--- config.mk ---
export PLATFORM = sky130hd
export DESIGN_NAME = one_unit_acc4
export DESIGN_NICKNAME = d
export VERILOG_FILES = /design/src/rtl/one_unit_pkg.sv /design/src/rtl/one_unit_sat26.sv /design/src/rtl/one_unit_acc4.sv
export SDC_FILE = /design/constraint.sdc
export NUM_CORES = 2
export LEC_CHECK = 0
export CORE_MARGIN = 2
export CORE_UTILIZATION = 60
export DETAILED_ROUTE_END_ITERATION = 7
export PLACE_DENSITY = 0.82
export SLEW_MARGIN = 20
export SYNTH_ARGS = -nofsm -noshare
export SYNTH_HDL_FRONTEND = slang
export SYNTH_SLANG_ARGS = --single-unit
--- constraint.sdc ---
create_clock -name clk_acc -period 9.9 [get_ports clk_acc]
set_input_delay 1.98 -clock clk_acc [delete_from_list [all_inputs] [get_ports clk_acc]]
set_output_delay 1.98 -clock clk_acc [all_outputs]
set_load 0.1 [all_outputs]
--- src/rtl/one_unit_pkg.sv ---
// Shared definitions for the one_unit accumulate/update datapath.
//   DATA_W    - sample/weight width, signed Q12.13
//   FRAC_W    - fraction bits of the Q12.13 format
//   ACC_W     - accumulator width (headroom for 2^12 full-scale samples)
//   LOG2N_MAX - largest supported log2 of the sample count
//   CNT_W     - sample counter width (must hold 2^LOG2N_MAX)
//   state_e   - accumulator FSM state encoding
package one_unit_pkg;

  localparam int DATA_W    = 26;
  localparam int FRAC_W    = 13;
  localparam int ACC_W     = 40;
  localparam int LOG2N_MAX = 12;
  localparam int CNT_W     = LOG2N_MAX + 1;

  typedef enum logic [1:0] {
    ST_IDLE = 2'd0,
    ST_ACC  = 2'd1,
    ST_FIN  = 2'd2
  } state_e;

  // Out-of-range sample-count exponents behave as the largest legal one.
  function automatic logic [3:0] clamp_log2n(input logic [3:0] l2);
    if (l2 > 4'(LOG2N_MAX)) return 4'(LOG2N_MAX);
    return l2;
  endfunction

endpackage

--- src/rtl/one_unit_sat26.sv ---
// Combinational saturation of a wide two's-complement value to DATA_W bits.
//   din_i  [ACC_W-1:0]  - signed wide input
//   dout_o [DATA_W-1:0] - signed result clamped to [-2^(DATA_W-1), 2^(DATA_W-1)-1]
module one_unit_sat26
  import one_unit_pkg::*;
(
  input  logic [ACC_W-1:0]  din_i,
  output logic [DATA_W-1:0] dout_o
);

  // The value fits when every bit from the result sign bit upward agrees.
  logic [ACC_W-DATA_W:0] top_bits;
  assign top_bits = din_i[ACC_W-1:DATA_W-1];

  always_comb begin
    dout_o = din_i[DATA_W-1:0];
    if (!((top_bits == '0) || (top_bits == '1))) begin
      if (din_i[ACC_W-1]) dout_o = {1'b1, {(DATA_W-1){1'b0}}};
      else                dout_o = {1'b0, {(DATA_W-1){1'b1}}};
    end
  end

endmodule

--- src/rtl/one_unit_acc4.sv ---
// Four-lane sample accumulator producing the weight update mean(p) - 3*w.
// A pass starts with a one-cycle start pulse (latching log2n and w1..w4),
// accumulates 2^log2n accepted sample vectors, then spends one FIN cycle
// forming the saturated result, registered with a one-cycle out_valid pulse.
//
// Handshake: a sample is transferred on a rising clk_acc edge where
// in_valid and in_ready are both high; in_ready is high only in ACC, so
// in_valid is ignored in IDLE and FIN and gaps simply stall the count.
//
// Ports:
//   clk_acc, rst_acc       - clock, synchronous active-high reset
//   start, log2n, w1..w4   - pass request and its parameters
//   in_valid, p1..p4       - sample stream, in_ready back-pressure
//   busy                   - high in ACC and FIN (start ignored meanwhile)
//   wn1..wn4, out_valid    - updated weights, held until the next pulse
//   dbg_state_o            - current FSM state (state_e encoding)
module one_unit_acc4
  import one_unit_pkg::*;
(
  input  logic              clk_acc,
  input  logic              rst_acc,
  input  logic              start,
  input  logic [3:0]        log2n,
  input  logic [DATA_W-1:0] w1,
  input  logic [DATA_W-1:0] w2,
  input  logic [DATA_W-1:0] w3,
  input  logic [DATA_W-1:0] w4,
  input  logic              in_valid,
  input  logic [DATA_W-1:0] p1,
  input  logic [DATA_W-1:0] p2,
  input  logic [DATA_W-1:0] p3,
  input  logic [DATA_W-1:0] p4,
  output logic              in_ready,
  output logic              busy,
  output logic [DATA_W-1:0] wn1,
  output logic [DATA_W-1:0] wn2,
  output logic [DATA_W-1:0] wn3,
  output logic [DATA_W-1:0] wn4,
  output logic              out_valid,
  output logic [1:0]        dbg_state_o
);

  state_e                   state_q, state_d;
  logic signed [ACC_W-1:0]  acc_q [4];
  logic signed [ACC_W-1:0]  acc_d [4];
  logic [CNT_W-1:0]         cnt_q, cnt_d;
  logic [3:0]               log2n_q, log2n_d;
  logic [DATA_W-1:0]        w_q [4];
  logic [DATA_W-1:0]        w_d [4];
  logic [DATA_W-1:0]        wn_q [4];
  logic [DATA_W-1:0]        wn_d [4];
  logic                     out_valid_q, out_valid_d;

  logic [DATA_W-1:0]        p_in [4];
  logic [DATA_W-1:0]        w_in [4];
  logic signed [ACC_W-1:0]  w_ext [4];
  logic signed [ACC_W-1:0]  diff [4];
  logic [DATA_W-1:0]        sat_out [4];
  logic [CNT_W-1:0]         target;
  logic [CNT_W-1:0]         cnt_inc;

  assign p_in[0] = p1;
  assign p_in[1] = p2;
  assign p_in[2] = p3;
  assign p_in[3] = p4;
  assign w_in[0] = w1;
  assign w_in[1] = w2;
  assign w_in[2] = w3;
  assign w_in[3] = w4;

  // 2^log2n fits in CNT_W bits because log2n_q never exceeds LOG2N_MAX.
  assign target  = CNT_W'(1) << log2n_q;
  assign cnt_inc = cnt_q + CNT_W'(1);

  // Result path: arithmetic shift floors toward -inf; 3*w = 2*w + w.
  always_comb begin
    for (int k = 0; k < 4; k++) begin
      w_ext[k] = {{(ACC_W-DATA_W){w_q[k][DATA_W-1]}}, w_q[k]};
      diff[k]  = (acc_q[k] >>> log2n_q) - ((w_ext[k] <<< 1) + w_ext[k]);
    end
  end

  for (genvar g = 0; g < 4; g++) begin : g_sat
    one_unit_sat26 u_sat (
      .din_i  (diff[g]),
      .dout_o (sat_out[g])
    );
  end

  always_comb begin
    state_d     = state_q;
    acc_d       = acc_q;
    cnt_d       = cnt_q;
    log2n_d     = log2n_q;
    w_d         = w_q;
    wn_d        = wn_q;
    out_valid_d = 1'b0;
    case (state_q)
      ST_IDLE: begin
        if (start) begin
          for (int k = 0; k < 4; k++) begin
            acc_d[k] = '0;
            w_d[k]   = w_in[k];
          end
          cnt_d   = '0;
          log2n_d = clamp_log2n(log2n);
          state_d = ST_ACC;
        end
      end
      ST_ACC: begin
        if (in_valid) begin
          for (int k = 0; k < 4; k++) begin
            acc_d[k] = acc_q[k] + {{(ACC_W-DATA_W){p_in[k][DATA_W-1]}}, p_in[k]};
          end
          cnt_d = cnt_inc;
          if (cnt_inc == target) state_d = ST_FIN;
        end
      end
      ST_FIN: begin
        wn_d        = sat_out;
        out_valid_d = 1'b1;
        state_d     = ST_IDLE;
      end
      default: state_d = ST_IDLE;
    endcase
  end

  always_ff @(posedge clk_acc) begin
    if (rst_acc) begin
      state_q     <= ST_IDLE;
      cnt_q       <= '0;
      log2n_q     <= '0;
      out_valid_q <= 1'b0;
      for (int k = 0; k < 4; k++) begin
        acc_q[k] <= '0;
        w_q[k]   <= '0;
        wn_q[k]  <= '0;
      end
    end else begin
      state_q     <= state_d;
      cnt_q       <= cnt_d;
      log2n_q     <= log2n_d;
      out_valid_q <= out_valid_d;
      acc_q       <= acc_d;
      w_q         <= w_d;
      wn_q        <= wn_d;
    end
  end

  assign in_ready    = (state_q == ST_ACC);
  assign busy        = (state_q != ST_IDLE);
  assign out_valid   = out_valid_q;
  assign wn1         = wn_q[0];
  assign wn2         = wn_q[1];
  assign wn3         = wn_q[2];
  assign wn4         = wn_q[3];
  assign dbg_state_o = state_q;

endmodule

==> run_results.csv <==
group,metric,value,unit
run_status,status,"finished, violations left",
run_status,failed_checks,"DRC",
timing,finalHoldViolCount,0,
yosys,synth_area_leaders,"dfxtp_1 (19%), ha_1 (10%), nand2_1 (6.8%), mux4_2 (6.6%), a21oi_1 (6.2%)",
timing,maxSlewViolCount,0,
timing,rsz0062_at_grt,"false",
yosys,synth-compound-area-share,25.4,%
critical_path,cp.required,10.39,ns
grt,grt_usage,34.9,%
cts,h-tree-depth,2,
routing,drtAntennaViolNets,0,
power,p_leak,18.7,nW
routing,dr.pass1.iters,8,
finish,final_core_util,68.4,%
cts,clk_latency,0.63,ns
finish,mostFrequentLayoutCell,"nand2_1",
finish,layout_common_cells,"nand2_1 (719), a21oi_1 (490), nor2_1 (479)",
power,power,0.00763,W
routing,totalWireLength,123000,microns
place,placed_area,0.0434,sq mm
place,pre_cts_ws,2.14,ns
place,dp_hpwl,92700,microns
cts,cts_buffers,47,
flow_run,cap_viol_max_count,0,
floorplan,initial_core_util,60.6,%
timing,tightest_slew,1.06,ns
critical_path,crit_path_max_fanout,43,
cts,ctsResizeCount,0,
yosys,synth-seq-cells,388,
critical_path,worstSetupStartpointType,"register",
yosys,yosys.area_share.xor_xnor,6.22,%
power,power_density,170,mW/mm^2
routing,wl_per_cell,20.2,microns
yosys,yosysSeqAreaShare,19.5,%
grt,grt_pass1_wl,193000,microns
yosys,synth_area_per_cell,7.85,sq um
yosys,synth-edff-count,0,
timing,setup_violations,0,
critical_path,cp.arrival,8.53,ns
cts,cts_sinks,388,
timing,slew-limit-headroom,29.6,%
place,place.gp.congestion,0.968,
critical_path,r2r_slack,1.86,ns
routing,via_per_inst,6.41,
power,vdd_drop_max,0.129,mV
cts,cts_setup_buffers,0,
floorplan,die_h,262,microns
timing,fmax,124,MHz
timing,period_share,81.2,%
finish,final_area,0.0450,sq mm
routing,drc,4,
yosys,yosysWarningCount,0,
worst_hold_path,hp-class,"reg -> reg",
cts,cts.root.buffer_cell,"clkbuf_16",
yosys,synth_fa_ha_area_share,15.2,%
critical_path,cp-end-kind,"register",
grt,grt_overflow_total,0,
finish,drive_above_1_share,6.67,%
grt,grt_max_degree,136,
cts,cts_hold_buffers,0,
finish,fin_nets,5830,
finish,syn2layout_area_growth,12.9,%
cts,cts_tree,"yes",
floorplan,die_area,0.0685,sq mm
floorplan,rows,94,
grt,grt_pass1_vias,35100,
yosys,yosysTopAreaCell,"dfxtp_1",
timing,setup_ws,1.86,ns
routing,drt-initial-drc-count,4444,
yosys,netlist_instances,5075,
timing,post-route-min-period,8.04,ns
grt,grt_antenna_before_repair,4,
critical_path,criticalPathCategory,"reg -> reg",
yosys,synth_ff_type,"dfxtp_1",
yosys,syn-num-nets,5712,
routing,num_vias,39100,
cts,clockBufferDepth,3,
yosys,syn_area,0.0399,sq mm
yosys,synthMuxAreaShare,9.74,%
floorplan,core_area,0.0657,sq mm
yosys,synth_top_family_by_area,"compound AO/OA/AOI/OAI gates",
yosys,async_reset_ff_share,0,%
yosys,synth_top_area_share,19.5,%
yosys,synthSimpleGateAreaFrac,19.1,%
floorplan,die_w,262,microns
timing,fin_setup_tns,0,ns
floorplan,io_pins,325,
timing,fin_skew,0.0381,ns
place,io_buffers,324,
yosys,ys_types,95,
cts,clk_pin_slew,0.06,ns
registers in the layout, indices dropped and copies added, names as in the netlist:
register	count
cnt_q	13
dbg_state_o	2
wn4	26
w_ext	104
wn2	26
acc_q	160
wn1	26
out_valid	1
log2n_q	4
wn3	26
logic make-up (layout without fill, tap and decap cells):
family | after synthesis | after routing
AOI/OAI and AO/OA | 1562 | 1562
xor gates and xnor gates | 283 | 283
adders and majority gates | 421 | 421
buffers and inverters | 485 | 642
DFF | 388 | 388
muxes | 233 | 233
other | 0 | 3
and+or+nand+nor | 1703 | 1703
report_power, final:
group | switching, W | total, W | internal, W | leakage [nW]
Combinational | 0.00245 | 0.00403 | 0.00158 | 14.8
Clock | 0.000781 | 0.00183 | 0.00105 | 0.768
Sequential | 0.000125 | 0.00177 | 0.00164 | 3.16
Total | 0.00336 | 0.00763 | 0.00427 | 18.7
path summary, 6_finish.rpt:
check | endpoint | start | depth (start not counted)
max | wn4[9] | log2n_q[0] | 21
min | w_ext[61] | w_ext[61] | 2
max reg2reg | wn4[9] | log2n_q[0] | 21
min reg2reg | w_ext[61] | w_ext[61] | 2
cell type report:
cell class              count  area [sq um]
diodes                      3          7.51
clock buffers              60          1310
clock inverters            28           310
fillers                  5505         20800
inverters                 196           741
multi-input cells        4202         30200
flip-flops and latches    388          7780
well taps                 864          1080
repair buffers            358          3540
Yosys cell counts (37+ instances only):
| cell | number |
|---|---|
| mux4_2 | 116 |
| nand2_1 | 720 |
| clkbuf_1 | 222 |
| o21ai_0 | 225 |
| a22oi_1 | 102 |
| o21bai_1 | 66 |
| a21oi_1 | 490 |
| fa_1 | 104 |
| mux2i_1 | 79 |
| ha_1 | 317 |
| nor3_1 | 52 |
| a21o_1 | 196 |
| buf_1 | 45 |
| xor2_1 | 111 |
| nand2b_1 | 58 |
| nand3_1 | 107 |
| xnor2_1 | 172 |
| and3_1 | 68 |
| nor2b_1 | 46 |
| nor2_1 | 482 |
| inv_1 | 194 |
| a211oi_1 | 88 |
| and2_1 | 37 |
| a31oi_1 | 106 |
| dfxtp_1 | 388 |
worst max-delay path: stages (launching register included):
cell	delay (ns)
dfxtp_4	0.70
clkinv_2	0.65
buf_4	0.46
and2_1	0.18
a211oi_1	0.22
a31oi_1	0.15
o21ai_0	0.40
fa_1	0.49
ha_1	0.36
nand2_1	0.09
o21ai_0	0.32
a22oi_1	0.17
o32ai_1	0.56
a22oi_1	0.19
a31oi_1	0.55
a31oi_1	0.28
a21oi_1	0.27
xnor2_1	0.10
or4_1	0.53
o31ai_1	0.21
nand2b_1	0.57
a211oi_1	0.40
per-layer routing:
metal  track usage (%)  share of wire (%)  vias to the layer above
met1              51.9                 44                    18400
met5                 0             0.0089                        -
met4              8.48                2.2                        2
met2              51.5                 43                     1861
met3              7.27                 11                      167
li1                  -                  -                    18700
through the flow:
step	cells	hold WS (ns)
final	6099	0.453
after global routing	6099	0.466
after CTS	6096	0.454
after detailed placement	6008	0.446
after global placement	6007	0.443
after floorplan	5075	0.436
No activity file was read; power rests on OpenSTA's default activity.
